==> src/rtl/countdown_32_pkg.sv <==
// Shared types for the loadable down-counter.
// State encodings and the default counter width.
package countdown_32_pkg;

  localparam int CD_WIDTH = 5;

  typedef enum logic [1:0] {
    ST_IDLE = 2'd0,
    ST_RUN  = 2'd1,
    ST_DONE = 2'd2
  } state_e;

endpackage

==> src/rtl/countdown_32_dec_chain.sv <==
// Combinational borrow-chain decrementer: y = a - 1 (mod 2^WIDTH).
// Ports: a (operand), y (result). Bit i toggles when all lower bits are 0.
module dec_chain #(
  parameter int WIDTH = 5
) (
  input  logic [WIDTH-1:0] a,
  output logic [WIDTH-1:0] y
);

  logic [WIDTH:0] borrow;

  always_comb begin
    borrow[0] = 1'b1;
    for (int i = 0; i < WIDTH; i++) begin
      y[i]          = a[i] ^ borrow[i];
      borrow[i + 1] = borrow[i] & ~a[i];
    end
  end

endmodule

==> src/rtl/countdown_32.sv <==
// Loadable down-counter with one-cycle done pulse and optional auto-reload.
// Ports: clock, reset (sync, active-high), load/load_val/en in; q, zero, busy, done out.
module countdown_32
  import countdown_32_pkg::*;
#(
  parameter int WIDTH       = CD_WIDTH,
  parameter bit AUTO_RELOAD = 1'b0
) (
  input  logic             clock,
  input  logic             reset,
  input  logic             load,
  input  logic [WIDTH-1:0] load_val,
  input  logic             en,
  output logic [WIDTH-1:0] q,
  output logic             zero,
  output logic             busy,
  output logic             done
);

  state_e           state_q, state_d;
  logic [WIDTH-1:0] q_q, q_d;
  logic [WIDTH-1:0] rld_q, rld_d;
  logic [WIDTH-1:0] q_dec;

  dec_chain #(
    .WIDTH(WIDTH)
  ) u_dec (
    .a(q_q),
    .y(q_dec)
  );

  always_comb begin
    state_d = state_q;
    q_d     = q_q;
    rld_d   = rld_q;
    if (load) begin
      q_d     = load_val;
      rld_d   = load_val;
      state_d = (load_val == '0) ? ST_DONE : ST_RUN;
    end else begin
      unique case (state_q)
        ST_IDLE: ;
        ST_RUN: begin
          if (en) begin
            // Stop at one so the decrement never wraps past zero.
            if (q_q <= WIDTH'(1)) begin
              q_d     = '0;
              state_d = ST_DONE;
            end else begin
              q_d = q_dec;
            end
          end
        end
        ST_DONE: begin
          if (AUTO_RELOAD && (rld_q != '0)) begin
            q_d     = rld_q;
            state_d = ST_RUN;
          end else begin
            state_d = ST_IDLE;
          end
        end
        default: state_d = ST_IDLE;
      endcase
    end
  end

  always_ff @(posedge clock) begin
    if (reset) begin
      state_q <= ST_IDLE;
      q_q     <= '0;
      rld_q   <= '0;
    end else begin
      state_q <= state_d;
      q_q     <= q_d;
      rld_q   <= rld_d;
    end
  end

  assign q    = q_q;
  assign zero = (q_q == '0);
  assign busy = (state_q == ST_RUN);
  assign done = (state_q == ST_DONE);

endmodule

==> config.mk <==
export PLATFORM = sky130hd
export DESIGN_NAME = countdown_32
export DESIGN_NICKNAME = d
export VERILOG_FILES = /design/src/rtl/countdown_32_pkg.sv /design/src/rtl/countdown_32_dec_chain.sv /design/src/rtl/countdown_32.sv
export SDC_FILE = /design/constraint.sdc
export NUM_CORES = 1
export LEC_CHECK = 0
export ABC_AREA = 1
export CAP_MARGIN = 20
export CORE_UTILIZATION = 35
export CTS_CLUSTER_SIZE = 12
export DETAILED_ROUTE_END_ITERATION = 12
export GPL_ROUTABILITY_DRIVEN = 0
export GPL_TIMING_DRIVEN = 1
export PLACE_DENSITY = 0.64
export SLEW_MARGIN = 25
export SYNTH_ARGS = -nofsm -noshare
export SYNTH_HDL_FRONTEND = slang
export SYNTH_HIERARCHICAL = 1
export SYNTH_SLANG_ARGS = --single-unit
export TNS_END_PERCENT = 20
==> constraint.sdc <==
create_clock -name clock -period 1.7 [get_ports clock]
set_input_delay 0.17 -clock clock [delete_from_list [all_inputs] [get_ports clock]]
set_output_delay 0.17 -clock clock [all_outputs]
set_load 0.005 [all_outputs]
Word-level counts from Yosys, hierarchy flattened --
Cells that the tools add are included.
Storage, ports and cells: bits in registers 7, input port bits 9, output and inout bits 8
Operators by class: magnitude comparators 1, equal/unequal tests 5, mux-type cells 9, bitwise logic cells 11, reduce and logical (&&, ||, !) cells 7
Operators by type and width (number):
- 5-bit two-way mux | 4
- 5-bit zero test | 2
- 2-bit two-way mux | 4
- 5-bit by 1-bit less-or-equal comparator with 1-bit output, second input constant | 1
- 1-bit inverter | 4
- 2-bit case mux with 2 select lines | 1
- 2-bit nonzero test | 2
- 1-bit XOR | 4
- 1-bit bitwise AND | 3
- 3-bit by 2-bit inequality test with 1-bit output, second input constant | 1
- 3-bit inequality test, second input constant | 1
- 3-bit AND reduction | 1
- 2-bit by 1-bit equality test with 1-bit output, second input constant | 1
- 2-bit equality test, second input constant | 1
- 2-bit zero test | 1
- 2-bit inequality test, second input constant | 1
- 2-bit AND reduction | 1

Logic depth before layout (Yosys ltp) --
depth in word-level cells 9, mapped depth 11, depth with buffers taken out 11

Modules after synthesis --
The synthesis kept the hierarchy.
Modules (own cells, without submodules):
- countdown_32 | times used 1, cells each 72, area each 435.4 um^2
- dec_chain | times used 1, cells each 15, area each 82.6 um^2

Worst setup path before layout --
OpenSTA, ideal clock, no wires.
kind flip-flop to flip-flop, start point reg q_q[0], in the netlist q[0], end point reg q_q[3], in the netlist q[3], setup time 117 ps, arrival time 1280 ps, setup slack 303 ps, stages on the path, launching flop included 10, buffers on the path 0, path through dfxtp_1 -> inv_1 -> ha_1 -> ha_1 -> ha_1 -> inv_1 -> nand3_1 -> nand2_1 -> nor2_1 -> nor2_1
Between the ends: cells in the longest elaborated chain, start to end 8, elaborated cells between the ends (all ways) 9, classes of those cells order compare (1); mux (4); bitwise (4)
Ends and longest elaborated chain:
- start, declared | RTL line countdown_32.sv:21 | logic [WIDTH-1:0] q_q, q_d;
- start signal, assigned | RTL line countdown_32.sv:74 | q_q <= q_d;
- 1-bit inverter
- net q_dec[0] | RTL line countdown_32.sv:23 | logic [WIDTH-1:0] q_dec;
- 1-bit bitwise AND (2 in a row) | RTL line countdown_32_dec_chain.sv:16 | borrow[i + 1] = borrow[i] & ~a[i];
- 1-bit XOR | RTL line countdown_32_dec_chain.sv:15 | y[i] = a[i] ^ borrow[i];
- net q_dec[3] | RTL line countdown_32.sv:23
- 5-bit two-way mux | RTL line countdown_32.sv:46 | if (q_q <= WIDTH'(1)) begin
- 5-bit two-way mux | RTL line countdown_32.sv:44 | if (en) begin
- 5-bit two-way mux | RTL line countdown_32.sv:41 | unique case (state_q)
- 5-bit two-way mux | RTL line countdown_32.sv:36 | if (load) begin
The timed path passes the listed nets, and every way through them passes these cells. The select of a mux whose other input is x is not followed. A chain may end at the register's enable or synchronous reset.

Worst setup path after layout --
start point reg q_q[1], in the netlist q[1], end point out zero
Between the ends: cells in the longest elaborated chain, start to end 1
Ends and longest elaborated chain:
- 5-bit zero test | RTL line countdown_32.sv:80 | assign zero = (q_q == '0);
- end, declared | RTL line countdown_32.sv:15 | output logic zero,
No other way between the ends.

==> out/qor.yml <==
p_int_uw: 368.4
wirelength_mm: 1.199
grt.total_usage: 0.1825
fmaxAchievable_mhz: 628.8
clock_skew_ns: 0.006149
cp_max_fo: 4
p_sw_uw: 182.6
path_class: "register to output port"
power_density_mw_per_mm2: 755.4
grt_pass1_wl_mm: 1.980
vdd.ir_drop.worst_uv: 335.7
die_h_microns: 40.47
clkPwrFrac: 0.295
clkLatencyLatePin_ns: 0.26
dr.pass1.iters: 4
tns_ns: 0
synth_fa_ha_area_frac: 0.07246
required_ns: 1.53
wl_per_cell_microns: 9.748
path_cells: "nor2_1 -> nand2_1 -> nor2_1 -> clkdlybuf4s50_1"
ys_seq_area_frac: 0.2705
yosysMostFrequentCell: "nand2_1"
slew_violations: 0
synthCells: 87
grt_pass1_vias: 469
synth.largest_area_cell: "dfxtp_1"
min_period_ns: 1.590
leakage_nw: 0.3664
rr_worst_depth: 11
antenna_found_initial: 0
cts.clk_slew.worst_paths_ns: 0.06
tightestPinTransition_ns: 0.2759
drv_cap: 0
total_power_uw: 551.0
worst_hold_startpoint: "reset"
hold_viol: 0
via_per_inst: 4.520
worstPathArrival_ns: 1.42
drc: 0
ant_nets: 0
drt-initial-drc-count: 10
fp.coreArea_sq_mm: 0.001334
ff2ff_setup_slack_ns: 0.20
nFillCells: 142
cpMostUsedCell: "nor2_1"
synth_xor_area_frac: 0
synthTopCellsByArea: "dfxtp_1 (27%), nand2_1 (15%), nor2_1 (14%), inv_1 (11%), ha_1 (7.2%)"
swShare: 0.3313
cts_tree: "done"
netlist_area_sq_um: 518.0
setup_viol: 0
synth_top_area_share: 0.2705
dp.final_hpwl_microns: 948.3
area_delta_synth_final_pct: 40.82
htreeDepth: 1
status: "complete, no violations"
multi_input_area_sq_um: 300.3
synth_nets: 99
synthFlopType: "dfxtp_1"
fp-row-count: 13
layout-drive-gt1-share: 0.09259
vias: 556
stdcell_count: 123
p_seq_frac: 0.353
rsz0062_at_grt: "false"
hp-class: "input pin to register"
numClockSinks: 7
synth_seq_cells: 7
cts_inserted_buffers: 3
synth_compound_area_frac: 0.09903
place_area_sq_um: 700.7
seq_area_sq_um: 140.1
pwr-share-comb: 0.352
post_synth_num_cell_types: 16
diodes: 0
post-route-period-util: 0.9355
ios: 17
cts_root_buffer: "clkbuf_4"
cp_top_family: "buffers and inverters"
fin_nets: 121
synth_top_family_by_area: "simple AND/OR/NAND/NOR gates"
synthArstFlopShare: 0
overflow: 0
synth-simple-area-share: 0.4034
reg2reg_from: "q[0]$_SDFFE_PP0P_"
path_buf_inv: 1
synth.area.mux_share: 0
die_x_microns: 40.47
grt_max_degree: 10
slew_headroom: 0.8155
placed_cells: 119
port_buffers: 16
die_area_sq_mm: 0.001638
post_cts_buffers: 0
start_util: 0.3884
holdPathStages: 2
syn_avg_cell_area_sq_um: 5.954
fin_area_sq_um: 729.5
end_kind: "output port"
crit_start: "q[1]$_SDFFE_PP0P_"
slowest_stage: "clkdlybuf4s50_1"
synth_edf_count: 0
cp-start-kind: "register"
cts_buffer_depth: 2
synth_common_cells: "nand2_1 (21), nor2_1 (20), inv_1 (15)"
cp.depth: 4
max_stage_delay_ns: 0.50
ys_warn_count: 6
-- registers in the layout (all words and copies together) (netlist names) --
name     cells
q            5
state_q      2
-- final timing paths --
path | to
hold reg to reg | q[0]$_SDFFE_PP0P_
setup reg to reg | q[4]$_SDFFE_PP0P_
hold / removal | state_q[1]$_SDFFE_PP0P_
setup / recovery | zero
-- layout by cell type (no fill, tap or decap) --
master,netlist,layout
nand2_2,1,1
o21ai_0,2,2
nand4_1,1,1
inv_2,1,1
a21oi_1,2,2
nand2_1,21,21
clkbuf_1,0,1
clkbuf_4,0,3
o21ai_4,1,1
nand3_1,7,7
inv_1,15,15
inv_6,1,1
o21ai_1,3,3
ha_1,3,3
clkdlybuf4s50_1,0,16
nand3b_1,1,1
buf_4,0,2
nor2_1,20,19
dfxtp_1,7,7
nor2_2,0,1
-- power by group through the flow --
stage          Combinational [mW]  Clock, mW  Sequential [mW]
2_1_floorplan               0.109          0            0.195
3_3_place_gp                0.190          0            0.197
3_5_place_dp                0.193          0            0.197
4_1_cts                     0.194      0.163            0.193
5_1_grt                     0.222      0.173            0.197
6_report                    0.194      0.163            0.194
-- routing by layer --
layer,GRT usage,vias to the layer above,wire length [microns]
li1,-,308,-
met1,0.2582,230,606
met2,0.2659,16,539
met3,0.05000,2,43
met4,0.05000,0,10
met5,0,-,0
-- metrics by stage --
step	utilization	hold slack (ns)	setup WS (ns)
CTS	0.5450	0.4982	0.07510
global placement	0.5253	0.5398	0.2702
global route	0.5469	0.5430	0.0005721
detailed placement	0.5253	0.5489	0.2268
finish	0.5469	0.5019	0.1096
floorplan	-	0.2416	0.3026
-- cell type report --
cell class / instances / share of cell area
clock buffers: 4 / 0.03602
inverters: 17 / 0.09434
multi-input cells: 62 / 0.4117
flip-flops and latches: 7 / 0.1921
well taps: 15 / 0.02573
repair buffers: 18 / 0.2401
-- what timing repair did --
item                       in CTS  in global routing
hold endpoints to repair        0                  0
setup endpoints to repair       0                  1
resized for setup               0                  1
hold buffers                    0                  0
-- logic make-up after synthesis --
| group | count (synthesis) |
|---|---|
| simple gates | 51 |
| buf+inv | 18 |
| compound gates | 8 |
| flops | 7 |
| fa+ha+maj | 3 |
No activity file was read; power rests on OpenSTA's default activity.
